### src/rtl/muldiv_sequencer_pkg.sv
// Shared types and helpers for the RV32M multiply/divide sequencer.
// Latency: n/a (types, constants and pure combinational functions only).
// Backpressure: n/a.
//
// Contents:
//   MULDIV_DIV_STEPS   : restoring-divide iteration count (equals XLEN)
//   muldiv_state_type  : sequencer FSM states
//   muldiv_op_type     : funct3 encodings of the M extension
//   helper functions   : op classification, magnitude, divide result fix-up
package muldiv_sequencer_pkg;

  localparam int XLEN             = 32;
  localparam int MULDIV_DIV_STEPS = 32;

  typedef enum logic [1:0] {
    IDLE = 2'd0,
    MUL  = 2'd1,
    DIV  = 2'd2,
    DONE = 2'd3
  } muldiv_state_type;

  typedef enum logic [2:0] {
    OP_MUL    = 3'd0,
    OP_MULH   = 3'd1,
    OP_MULHSU = 3'd2,
    OP_MULHU  = 3'd3,
    OP_DIV    = 3'd4,
    OP_DIVU   = 3'd5,
    OP_REM    = 3'd6,
    OP_REMU   = 3'd7
  } muldiv_op_type;

  // funct3[2] splits the multiply family from the divide family.
  function automatic logic op_is_div(input muldiv_op_type op);
    return op[2];
  endfunction

  // DIV and REM are the signed divide ops.
  function automatic logic op_div_signed(input muldiv_op_type op);
    return (op == OP_DIV) || (op == OP_REM);
  endfunction

  // DIV and DIVU return the quotient; REM and REMU the remainder.
  function automatic logic op_div_quot(input muldiv_op_type op);
    return (op == OP_DIV) || (op == OP_DIVU);
  endfunction

  // MULH and MULHSU treat rs1 as signed.
  function automatic logic op_mul_a_signed(input muldiv_op_type op);
    return (op == OP_MULH) || (op == OP_MULHSU);
  endfunction

  // Only MULH treats rs2 as signed.
  function automatic logic op_mul_b_signed(input muldiv_op_type op);
    return (op == OP_MULH);
  endfunction

  function automatic logic [XLEN-1:0] magnitude(input logic [XLEN-1:0] v,
                                                input logic            sgn);
    return (sgn && v[XLEN-1]) ? (~v + 1'b1) : v;
  endfunction

  // Most-negative / -1 on a signed divide: the only case whose true
  // quotient does not fit in XLEN bits.
  function automatic logic div_overflow(input muldiv_op_type   op,
                                        input logic [XLEN-1:0] a,
                                        input logic [XLEN-1:0] b);
    return op_div_signed(op) && (a == {1'b1, {(XLEN-1){1'b0}}}) && (&b);
  endfunction

  // Cases whose result is fixed without needing the iterations.
  function automatic logic div_special(input muldiv_op_type   op,
                                       input logic [XLEN-1:0] a,
                                       input logic [XLEN-1:0] b);
    return (b == '0) || div_overflow(op, a, b);
  endfunction

  // Turns the unsigned quotient/remainder of the magnitudes into the
  // architectural result, including the divide-by-zero and overflow values.
  function automatic logic [XLEN-1:0] div_finish(input muldiv_op_type   op,
                                                 input logic [XLEN-1:0] a,
                                                 input logic [XLEN-1:0] b,
                                                 input logic [XLEN-1:0] q,
                                                 input logic [XLEN-1:0] r);
    logic [XLEN-1:0] res;
    if (b == '0) begin
      res = op_div_quot(op) ? '1 : a;
    end else if (div_overflow(op, a, b)) begin
      res = op_div_quot(op) ? {1'b1, {(XLEN-1){1'b0}}} : '0;
    end else if (op_div_quot(op)) begin
      res = (op_div_signed(op) && (a[XLEN-1] ^ b[XLEN-1])) ? (~q + 1'b1) : q;
    end else begin
      // Remainder follows the sign of the dividend.
      res = (op_div_signed(op) && a[XLEN-1]) ? (~r + 1'b1) : r;
    end
    return res;
  endfunction

endpackage

### src/rtl/muldiv_sequencer_if.sv
// Execute-stage handshake between the pipeline and the mul/div sequencer.
// Latency: n/a (wires only).
// Backpressure: stall is driven by the sequencer back to the pipeline.
//
// Signals:
//   start  : M-extension instruction valid in execute (held while stalled)
//   funct3 : operation select
//   op_a   : rs1 after forwarding
//   op_b   : rs2 after forwarding
//   flush  : kill the in-flight operation
//   stall  : freeze the pipeline at and before execute
//   done   : one-cycle pulse, result valid
//   result : operation result, held until the next completion
interface muldiv_sequencer_if;

  logic        start;
  logic [2:0]  funct3;
  logic [31:0] op_a;
  logic [31:0] op_b;
  logic        flush;
  logic        stall;
  logic        done;
  logic [31:0] result;

  // Pipeline side.
  modport master (
    output start, funct3, op_a, op_b, flush,
    input  stall, done, result
  );

  // Sequencer side.
  modport slave (
    input  start, funct3, op_a, op_b, flush,
    output stall, done, result
  );

endinterface

### src/rtl/muldiv_div_step.sv
// One radix-2 restoring divide iteration (purely combinational).
// Latency: 0 cycles; the sequencer registers the outputs each step.
// Backpressure: none.
//
// Ports:
//   rem_i / quo_i : partial remainder and shifting dividend/quotient
//   dvsr_i        : divisor magnitude
//   rem_o / quo_o : updated remainder and quotient
module muldiv_div_step #(
  parameter int W = 32
) (
  input  logic [W-1:0] rem_i,
  input  logic [W-1:0] quo_i,
  input  logic [W-1:0] dvsr_i,
  output logic [W-1:0] rem_o,
  output logic [W-1:0] quo_o
);

  logic [W:0]   shifted;
  logic [W-1:0] diff;
  logic         fits;

  always_comb begin
    // The dividend bits are shifted out of the top of quo while quotient
    // bits enter at the bottom, so one register serves both roles.
    shifted = {rem_i, quo_i[W-1]};
    fits    = (shifted >= {1'b0, dvsr_i});
    // When fits is set the difference is below the divisor, so W bits hold it.
    diff    = shifted[W-1:0] - dvsr_i;
    rem_o   = fits ? diff : shifted[W-1:0];
    quo_o   = {quo_i[W-2:0], fits};
  end

endmodule

### src/rtl/muldiv_sequencer.sv
// RV32M multiply/divide controller: registered multiply, 32-step restoring divide.
// Latency: MUL family 2 cycles, divide family DIV_STEPS+1 (1 for special cases
// when MULDIV_EARLY_OUT_EN is defined). Backpressure: stall held until done.
//
// Ports:
//   clk   : rising-edge clock
//   reset : synchronous, active-high
//   bus   : muldiv_sequencer_if.slave (start/funct3/op_a/op_b/flush in,
//           stall/done/result out)
// Build option:
//   MULDIV_EARLY_OUT_EN : divide-by-zero and signed overflow skip the iterations
module muldiv_sequencer
  import muldiv_sequencer_pkg::*;
#(
  parameter int DIV_STEPS = MULDIV_DIV_STEPS
) (
  input  logic              clk,
  input  logic              reset,
  muldiv_sequencer_if.slave bus
);

  localparam int CNT_W = $clog2(DIV_STEPS + 1);

  muldiv_state_type  state_q, state_d;
  muldiv_op_type     op_q, op_d;
  logic [XLEN-1:0]   a_q, a_d;
  logic [XLEN-1:0]   b_q, b_d;
  logic [XLEN-1:0]   rem_q, rem_d;
  logic [XLEN-1:0]   quo_q, quo_d;
  logic [XLEN-1:0]   dvsr_q, dvsr_d;
  logic [CNT_W-1:0]  cnt_q, cnt_d;
  logic [XLEN-1:0]   result_q, result_d;

  logic [XLEN-1:0]   step_rem;
  logic [XLEN-1:0]   step_quo;
  logic [2*XLEN-1:0] a_ext;
  logic [2*XLEN-1:0] b_ext;
  logic [2*XLEN-1:0] prod;
  logic [XLEN-1:0]   mul_res;
  muldiv_op_type     op_in;
  logic              in_signed;
  logic              stall;
  logic              done;

  muldiv_div_step #(
    .W(XLEN)
  ) u_div_step (
    .rem_i  (rem_q),
    .quo_i  (quo_q),
    .dvsr_i (dvsr_q),
    .rem_o  (step_rem),
    .quo_o  (step_quo)
  );

  // Multiply on the captured operands. A 64x64 product truncated to 64 bits
  // gives the correct signed, unsigned and mixed results once the operands
  // are extended according to the op.
  always_comb begin
    a_ext   = op_mul_a_signed(op_q) ? {{XLEN{a_q[XLEN-1]}}, a_q} : {{XLEN{1'b0}}, a_q};
    b_ext   = op_mul_b_signed(op_q) ? {{XLEN{b_q[XLEN-1]}}, b_q} : {{XLEN{1'b0}}, b_q};
    prod    = a_ext * b_ext;
    mul_res = (op_q == OP_MUL) ? prod[XLEN-1:0] : prod[2*XLEN-1:XLEN];
  end

  always_comb begin
    op_in     = muldiv_op_type'(bus.funct3);
    in_signed = op_div_signed(op_in);
  end

  always_comb begin
    state_d  = state_q;
    op_d     = op_q;
    a_d      = a_q;
    b_d      = b_q;
    rem_d    = rem_q;
    quo_d    = quo_q;
    dvsr_d   = dvsr_q;
    cnt_d    = cnt_q;
    result_d = result_q;
    stall    = 1'b0;
    done     = 1'b0;

    case (state_q)
      IDLE: begin
        if (bus.start && !bus.flush) begin
          stall  = 1'b1;
          op_d   = op_in;
          a_d    = bus.op_a;
          b_d    = bus.op_b;
          rem_d  = '0;
          quo_d  = magnitude(bus.op_a, in_signed);
          dvsr_d = magnitude(bus.op_b, in_signed);
          cnt_d  = CNT_W'(DIV_STEPS);
          if (!op_is_div(op_in)) begin
            state_d = MUL;
          end else begin
`ifdef MULDIV_EARLY_OUT_EN
            if (div_special(op_in, bus.op_a, bus.op_b)) begin
              state_d  = DONE;
              result_d = div_finish(op_in, bus.op_a, bus.op_b, '0, '0);
            end else begin
              state_d = DIV;
            end
`else
            state_d = DIV;
`endif
          end
        end
      end

      MUL: begin
        stall = 1'b1;
        if (bus.flush) begin
          state_d = IDLE;
        end else begin
          result_d = mul_res;
          state_d  = DONE;
        end
      end

      DIV: begin
        stall = 1'b1;
        if (bus.flush) begin
          state_d = IDLE;
        end else begin
          rem_d = step_rem;
          quo_d = step_quo;
          cnt_d = cnt_q - CNT_W'(1);
          // The last step's outputs go straight into the fix-up so the
          // result is registered on the DIV -> DONE edge.
          if (cnt_q == CNT_W'(1)) begin
            result_d = div_finish(op_q, a_q, b_q, step_quo, step_rem);
            state_d  = DONE;
          end
        end
      end

      DONE: begin
        // start is ignored: it still belongs to the instruction leaving now.
        done    = !bus.flush;
        state_d = IDLE;
      end

      default: begin
        state_d = IDLE;
      end
    endcase
  end

  always_ff @(posedge clk) begin
    if (reset) begin
      state_q  <= IDLE;
      op_q     <= OP_MUL;
      a_q      <= '0;
      b_q      <= '0;
      rem_q    <= '0;
      quo_q    <= '0;
      dvsr_q   <= '0;
      cnt_q    <= '0;
      result_q <= '0;
    end else begin
      state_q  <= state_d;
      op_q     <= op_d;
      a_q      <= a_d;
      b_q      <= b_d;
      rem_q    <= rem_d;
      quo_q    <= quo_d;
      dvsr_q   <= dvsr_d;
      cnt_q    <= cnt_d;
      result_q <= result_d;
    end
  end

  assign bus.stall  = stall;
  assign bus.done   = done;
  assign bus.result = result_q;

endmodule
### src/flat_wrapper.sv
// flat-port wrapper written by rule: the top's interface ports become plain ports
module muldiv_sequencer_flat import muldiv_sequencer_pkg::*;
#(
  parameter int DIV_STEPS = MULDIV_DIV_STEPS
)
  (clk, reset, bus_start, bus_funct3, bus_op_a, bus_op_b, bus_flush, bus_stall, bus_done, bus_result);
  muldiv_sequencer_if bus_i ();
  input  logic clk;
  input  logic reset;
  input wire logic [$bits(bus_i.start)-1:0] bus_start;
  input wire logic [$bits(bus_i.funct3)-1:0] bus_funct3;
  input wire logic [$bits(bus_i.op_a)-1:0] bus_op_a;
  input wire logic [$bits(bus_i.op_b)-1:0] bus_op_b;
  input wire logic [$bits(bus_i.flush)-1:0] bus_flush;
  output wire logic [$bits(bus_i.stall)-1:0] bus_stall;
  output wire logic [$bits(bus_i.done)-1:0] bus_done;
  output wire logic [$bits(bus_i.result)-1:0] bus_result;
  assign bus_i.start = bus_start;
  assign bus_i.funct3 = bus_funct3;
  assign bus_i.op_a = bus_op_a;
  assign bus_i.op_b = bus_op_b;
  assign bus_i.flush = bus_flush;
  assign bus_stall = bus_i.stall;
  assign bus_done = bus_i.done;
  assign bus_result = bus_i.result;
  muldiv_sequencer #(.DIV_STEPS(DIV_STEPS)) u_core (.clk(clk), .reset(reset), .bus(bus_i));
endmodule
### config.mk
export PLATFORM = sky130hd
export DESIGN_NAME = muldiv_sequencer_flat
export DESIGN_NICKNAME = d
export VERILOG_FILES = /design/src/rtl/muldiv_sequencer_pkg.sv /design/src/rtl/muldiv_sequencer_if.sv /design/src/rtl/muldiv_div_step.sv /design/src/rtl/muldiv_sequencer.sv /design/src/flat_wrapper.sv
export SDC_FILE = /design/constraint.sdc
export NUM_CORES = 2
export LEC_CHECK = 0
export BUFFER_PORTS_ARGS = -buffer_cell sky130_fd_sc_hd__buf_2
export CAP_MARGIN = 0
export CORE_MARGIN = 2
export CORE_UTILIZATION = 50
export CTS_CLUSTER_SIZE = 24
export DETAILED_ROUTE_END_ITERATION = 16
export PLACE_DENSITY = 0.77
export SLEW_MARGIN = 20
export SYNTH_ARGS = -nofsm -noshare
export SYNTH_HDL_FRONTEND = slang
export SYNTH_SLANG_ARGS = --single-unit
### constraint.sdc
create_clock -name clk -period 11.1 [get_ports clk]
set_input_delay 2.22 -clock clk [delete_from_list [all_inputs] [get_ports clk]]
set_output_delay 2.22 -clock clk [all_outputs]
set_load 0.01 [all_outputs]
## After elaboration in Yosys (flattened, before gate mapping)

Index checks and enable logic that the tools add are counted.

- Add/subtract/negate cells: 6
- Multipliers: 1
- Bitwise logic cells: 5
- $lt $le $gt $ge: 1
- Reductions and logical operators: 23
- Equality and inequality tests: 17
- Multiplexer cells: 35

Operators by type and width:

| kind | number |
|---|---|
| $mux 32 | 18 |
| $pmux 32 s2 | 3 |
| $add 32x1->32 const B | 4 |
| $mux 64 | 2 |
| $not 32->32 | 4 |
| $mul 64x64->64 | 1 |
| $ge 33x32->1 | 1 |
| $eq 32x32->1 const B | 1 |
| $logic_not 32->1 | 1 |
| $reduce_and 32->1 | 1 |
| $sub 32x32->32 | 1 |
| $eq 3x3->1 const B | 5 |
| $mux 6 | 2 |
| $pmux 6 s2 | 1 |
| $mux 2 | 5 |
| $pmux 2 s4 | 1 |
| $logic_and 1x1->1 | 7 |
| $eq 6x1->1 const B | 1 |
| $sub 6x1->6 const B | 1 |
| $eq 2x2->1 const B | 2 |
| $logic_or 1x1->1 | 4 |
| $ne 2x1->1 const B | 2 |
| $ne 2x2->1 const B | 2 |
| $reduce_and 2->1 | 2 |
| other kinds (14) | 16 |

- Output and inout port bits: 34
- Register bits: 203
- Logic and storage cells: 97

## Depth between registers and ports, before layout

- Word-level depth: 11
- Mapped depth: 40
- Mapped depth without buffers: 35

## By module

Synthesis repeated with hierarchy kept, for this count alone.

- Cells, all modules: 7067
- Area total of the unflattened synthesis: 61612.8 µm²

By module, submodules not included:

| module | area an instance (µm²) | times used | cells an instance | sequential area each (µm²) |
|---|---|---|---|---|
| muldiv_sequencer | 59041.6 | 1 | 6712 | 4043.9 |
| muldiv_div_step | 2571.2 | 1 | 355 | 0.0 |

## Worst setup path before layout

No wires, ideal clock.

- Path kind: flip-flop to flip-flop
- Start point: reg u_core.op_q[0]
- End point: reg u_core.result_q[25] (netlist: u_core.bus.result[25])
- Arrival: 9.467 ns
- Required time: 10.983 ns
- Path buffers: 3
- Setup slack: 1.516 ns
- Clock period less this slack: 9.584 ns
- Stages on the path, launching flop included: 32
- Path through: dfxtp_1 clkbuf_1 xnor2_1 nor3b_1 clkbuf_1 buf_1 nand2_1 fa_1 fa_1 inv_1 fa_1 fa_1 fa_1 fa_1 fa_1 fa_1 fa_1 inv_1 fa_1 inv_1 ha_1 a21oi_1 o21bai_1 a21oi_1 o21ai_0 a221o_1 a41oi_1 o21ai_0 o21a_1 xnor2_1 o21ai_0 a32o_1

- Longest elaborated chain between the ends: 10

Ends and longest elaborated chain:

| element | RTL line | source |
|---|---|---|
| from (decl) | muldiv_sequencer.sv:25 | `muldiv_op_type op_q, op_d;` |
| from (signal assigned) | muldiv_sequencer.sv:163 | `op_q <= op_d;` |
| parallel branches: the longest is 9 deep, another holds $mul 64x64->64 | n/a |  |
| $pmux 32 s2 (*) | muldiv_sequencer.sv:83 | `case (state_q)` |
| to (signal assigned) | muldiv_sequencer.sv:170 | `result_q <= result_d;` |
| to (decl) | muldiv_sequencer.sv:32 | `logic [XLEN-1:0] result_q, result_d;` |

Mark *: on every way between the ends. The select of a mux whose other input is x is not followed.
A chain may end at the register's enable or synchronous reset.

## Worst setup path after layout

- Start point: reg u_core.op_q[1]
- End point: reg u_core.result_q[23] (netlist: u_core.bus.result[23])

Same word-level chain as after synthesis.

==> metrics.cfg <==
[timing]
fmax_mhz = 95.69
period_share_pct = 94.15
setup_slack_ns = 0.6495
setup_viol = 0
slew_headroom_pct = 18.58
finClkSkew_ns = 0.01780
finalCriticalPeriod_ns = 10.45
tightestPinTransition_ns = 1.217
hold_viol_final = 0
rsz0062_at_grt = no
drv_slew = 0
tns_ns = 0

[final_layout]
final-seq-area_mm2 = 0.004061
drive_above_1_share_pct = 4.993
multi_input_area_mm2 = 0.05019
fillers = 11180
syn_to_final_growth_pct = 5.115
nNetsFinal = 8853

[clock_tree]
clkTransAtPathRegs_ns = 0.06
cts_num_sinks = 202
ctsResizeCount = 0
insertion_delay_ns = 0.58
hold_buffers = 0
cts_setup_buffers = 0
htree_levels = 1
cts_buffer_depth = 3
cts_tree = done
cts_inserted_buffers = 27
cts-root-buf = clkbuf_16

[grt]
grt_util_met2_pct = 51.94
top_usage_layer = met2
antenna_found_initial = 15
grt_usage_pct = 32.37
grt-ovfl-total = 0
globalRouteMet3Util_pct = 6.405
grt_pass1_wl_um = 310000
grt_start_max_net_pins = 101
grt_pass1_vias = 52180
met1_usage_pct = 42.39

[synthesis]
syn_inst = 7148
synthFlopType = dfxtp_1
ys_warn_count = 0
async_reset_ff_share_pct = 0
synth.distinct_cells = 82
synth.yosys.seq_area_share_pct = 6.565
avgSynthCellArea_um2 = 8.618
synth_nets = 8992
synth_edf_count = 0
synth_top_area_cell = fa_1
synth_seq_cells = 202
yosys.area.top_type_share_pct = 46.15
netlist_top_cells_area = fa_1 46%, inv_1 9.5%, ha_1 7.2%
syn-cell-area_mm2 = 0.06160

[drt]
wl_per_cell_um = 23.12
dr_total_vias = 49530
avgViaCountPerCell = 5.721
dr.first_iter.drc_count = 4822
drt-pass1-iter-count = 9
drc_errors = 0
postRouteAntennaNets = 0
totalWireLength_um = 200200

[die]
die_height_um = 355.0
rows = 128
fp.dieArea_mm2 = 0.1260
ioPinCount = 105
initial_core_util_pct = 50.48
core_area_mm2 = 0.1220
die_w_um = 355.0

[worst_setup_path]
cp_top_family = adder cells
path_class = reg -> reg
start_kind = flop
r2r-start = u_core.op_q[1]$_SDFFE_PP0P_
required_ns = 11.52
crit_buf_inv = 7
slowest_delay_ns = 0.67
critPathLaunch = u_core.op_q[1]$_SDFFE_PP0P_
cpMostUsedCell = fa_1
cp-end-kind = flop
cp.arrival_ns = 10.87
ff2ff_setup_slack_ns = 0.65
crit_fanout = 28
crit_slowest_cell = fa_1

[power_and_ir_drop]
p_sw_mw = 3.189
sw_frac_of_total_pct = 54.92
internal_power_mw = 2.618
cellLeakagePower_nw = 32.10
ir_drop_v = 0.0001445
comb_power_share_pct = 63.5
p_seq_share_pct = 20.2
clkPwrFrac_pct = 16.3
p_per_area_mw_per_mm2 = 89.68

[placed_design]
pre_cts_ws_ns = 0.8665
dpl.hpwl_um = 163500
gp_congestion = 1.007
port_buffers = 104

[hold_path]
worstHoldStart = u_core.dvsr_q[22]$_SDFFE_PP0P_
hp-class = reg -> reg

[run]
drv_cap = 0

[status]
status = completed

## worst register-to-register path: cells and delay by family, from the launching register on
family          cells  cell delay (ns)
flops               1             0.51
xor+xnor            2             0.28
simple gates        5             1.22
fa+ha+maj          11             5.68
compound gates      5             1.60
buf+inv             7             1.04
## synth_stat cells, types with 9 or more instances
master,count
inv_1,1553
fa_1,1420
nand2_1,1038
and2_1,453
clkbuf_1,373
ha_1,353
a21oi_1,312
nor2_1,272
dfxtp_1,202
o21ai_0,192
xnor2_1,151
xor2_1,98
nor3_1,64
a31oi_1,63
nand3_1,48
nor4_1,48
a21o_1,40
a211oi_1,35
buf_1,32
nand4_1,32
or3_1,28
mux2i_1,25
nand2b_1,23
o211ai_1,22
o21a_1,20
and3_1,19
o31ai_1,19
nor2b_1,17
or4_1,13
o21bai_1,11
a311oi_1,10
buf_2,10
o22ai_1,10
or2_2,9
## cells in the final DEF (no fill, tap or decap), drive strengths merged, types with 25 or more instances in the layout
master,Yosys,layout
inv,1555,1556
fa,1420,1420
nand2,1038,1038
and2,454,454
ha,353,353
a21oi,314,314
nor2,272,272
buf,43,248
dfxtp,202,202
o21ai,194,194
xnor2,151,151
xor2,98,98
nor3,65,65
a31oi,63,63
nor4,49,49
nand3,48,48
clkbuf,373,41
a21o,40,40
a211oi,35,35
nand4,33,33
or3,29,29
mux2i,25,25
## cell type report
cell class | instances | area share [%]
Antenna cell | 3 | 0.01159
Clock buffer | 41 | 1.310
Clock inverter | 9 | 0.1720
Inverter | 1555 | 9.014
Multi-Input combinational cell | 4975 | 77.51
Sequential cell | 202 | 6.272
Tap cell | 1625 | 3.140
Timing Repair Buffer | 248 | 2.566
## state kept, by name, summed over array words and instances, names as in the netlist
| signal | count |
|---|---|
| u_core.a_q | 32 |
| u_core.cnt_q | 6 |
| u_core.bus.result | 32 |
| u_core.b_q | 31 |
| u_core.state_q | 2 |
| u_core.quo_q | 32 |
| u_core.dvsr_q | 32 |
| u_core.rem_q | 32 |
| u_core.op_q | 3 |
## power groups by stage
stage          combinational (mW)  sequential [mW]  clock [mW]
2_1_floorplan                2.46            0.949           0
3_3_place_gp                 3.49             1.16           0
3_5_place_dp                 3.55             1.16           0
4_1_cts                      3.58             1.15       0.950
5_1_grt                      3.97             1.17       0.978
6_report                     3.69             1.17       0.948
## cells by family (layout without fill, tap and decap cells)
| family | Yosys count | in the layout | synth area share, % |
|---|---|---|---|
| and+or+nand+nor | 2104 | 2104 | 16.00 |
| AOI/OAI and AO/OA | 820 | 820 | 8.062 |
| DFF | 202 | 202 | 6.565 |
| muxes | 26 | 26 | 0.4245 |
| xor gates and xnor gates | 249 | 249 | 3.540 |
| buffers and inverters | 1971 | 1853 | 12.04 |
| other | 0 | 3 | 0 |
| adders and majority gates | 1776 | 1776 | 53.37 |
## stage by stage
stage | hold WS (ns) | util, % | power (mW) | area, um2 | instances
after floorplan | 0.4319 | - | 3.413 | 61600 | 7148
after global placement | 0.4402 | 52.25 | 4.649 | 63770 | 8605
after detailed placement | 0.4465 | 52.26 | 4.714 | 63780 | 8605
after CTS | 0.4576 | 53.05 | 5.674 | 64740 | 8655
after global routing | 0.4785 | 53.05 | 6.118 | 64740 | 8656
final | 0.4586 | 53.06 | 5.807 | 64750 | 8658
## layer usage
metal / vias up / routed length, um
li1: 21240 / -
met5: - / 36
met3: 548 / 20110
met1: 25150 / 76070
met4: 8 / 11810
met2: 2581 / 92140
## path summary, 6_finish.rpt
| check | endpoint | cells past startpoint |
|---|---|---|
| setup reg to reg | u_core.bus.result[23]$_SDFFE_PP0P_ | 30 |
| hold / removal | u_core.dvsr_q[22]$_SDFFE_PP0P_ | 2 |
| hold reg to reg | u_core.dvsr_q[22]$_SDFFE_PP0P_ | 2 |
| setup / recovery | u_core.bus.result[23]$_SDFFE_PP0P_ | 30 |
No activity file was read; power rests on OpenSTA's default activity.
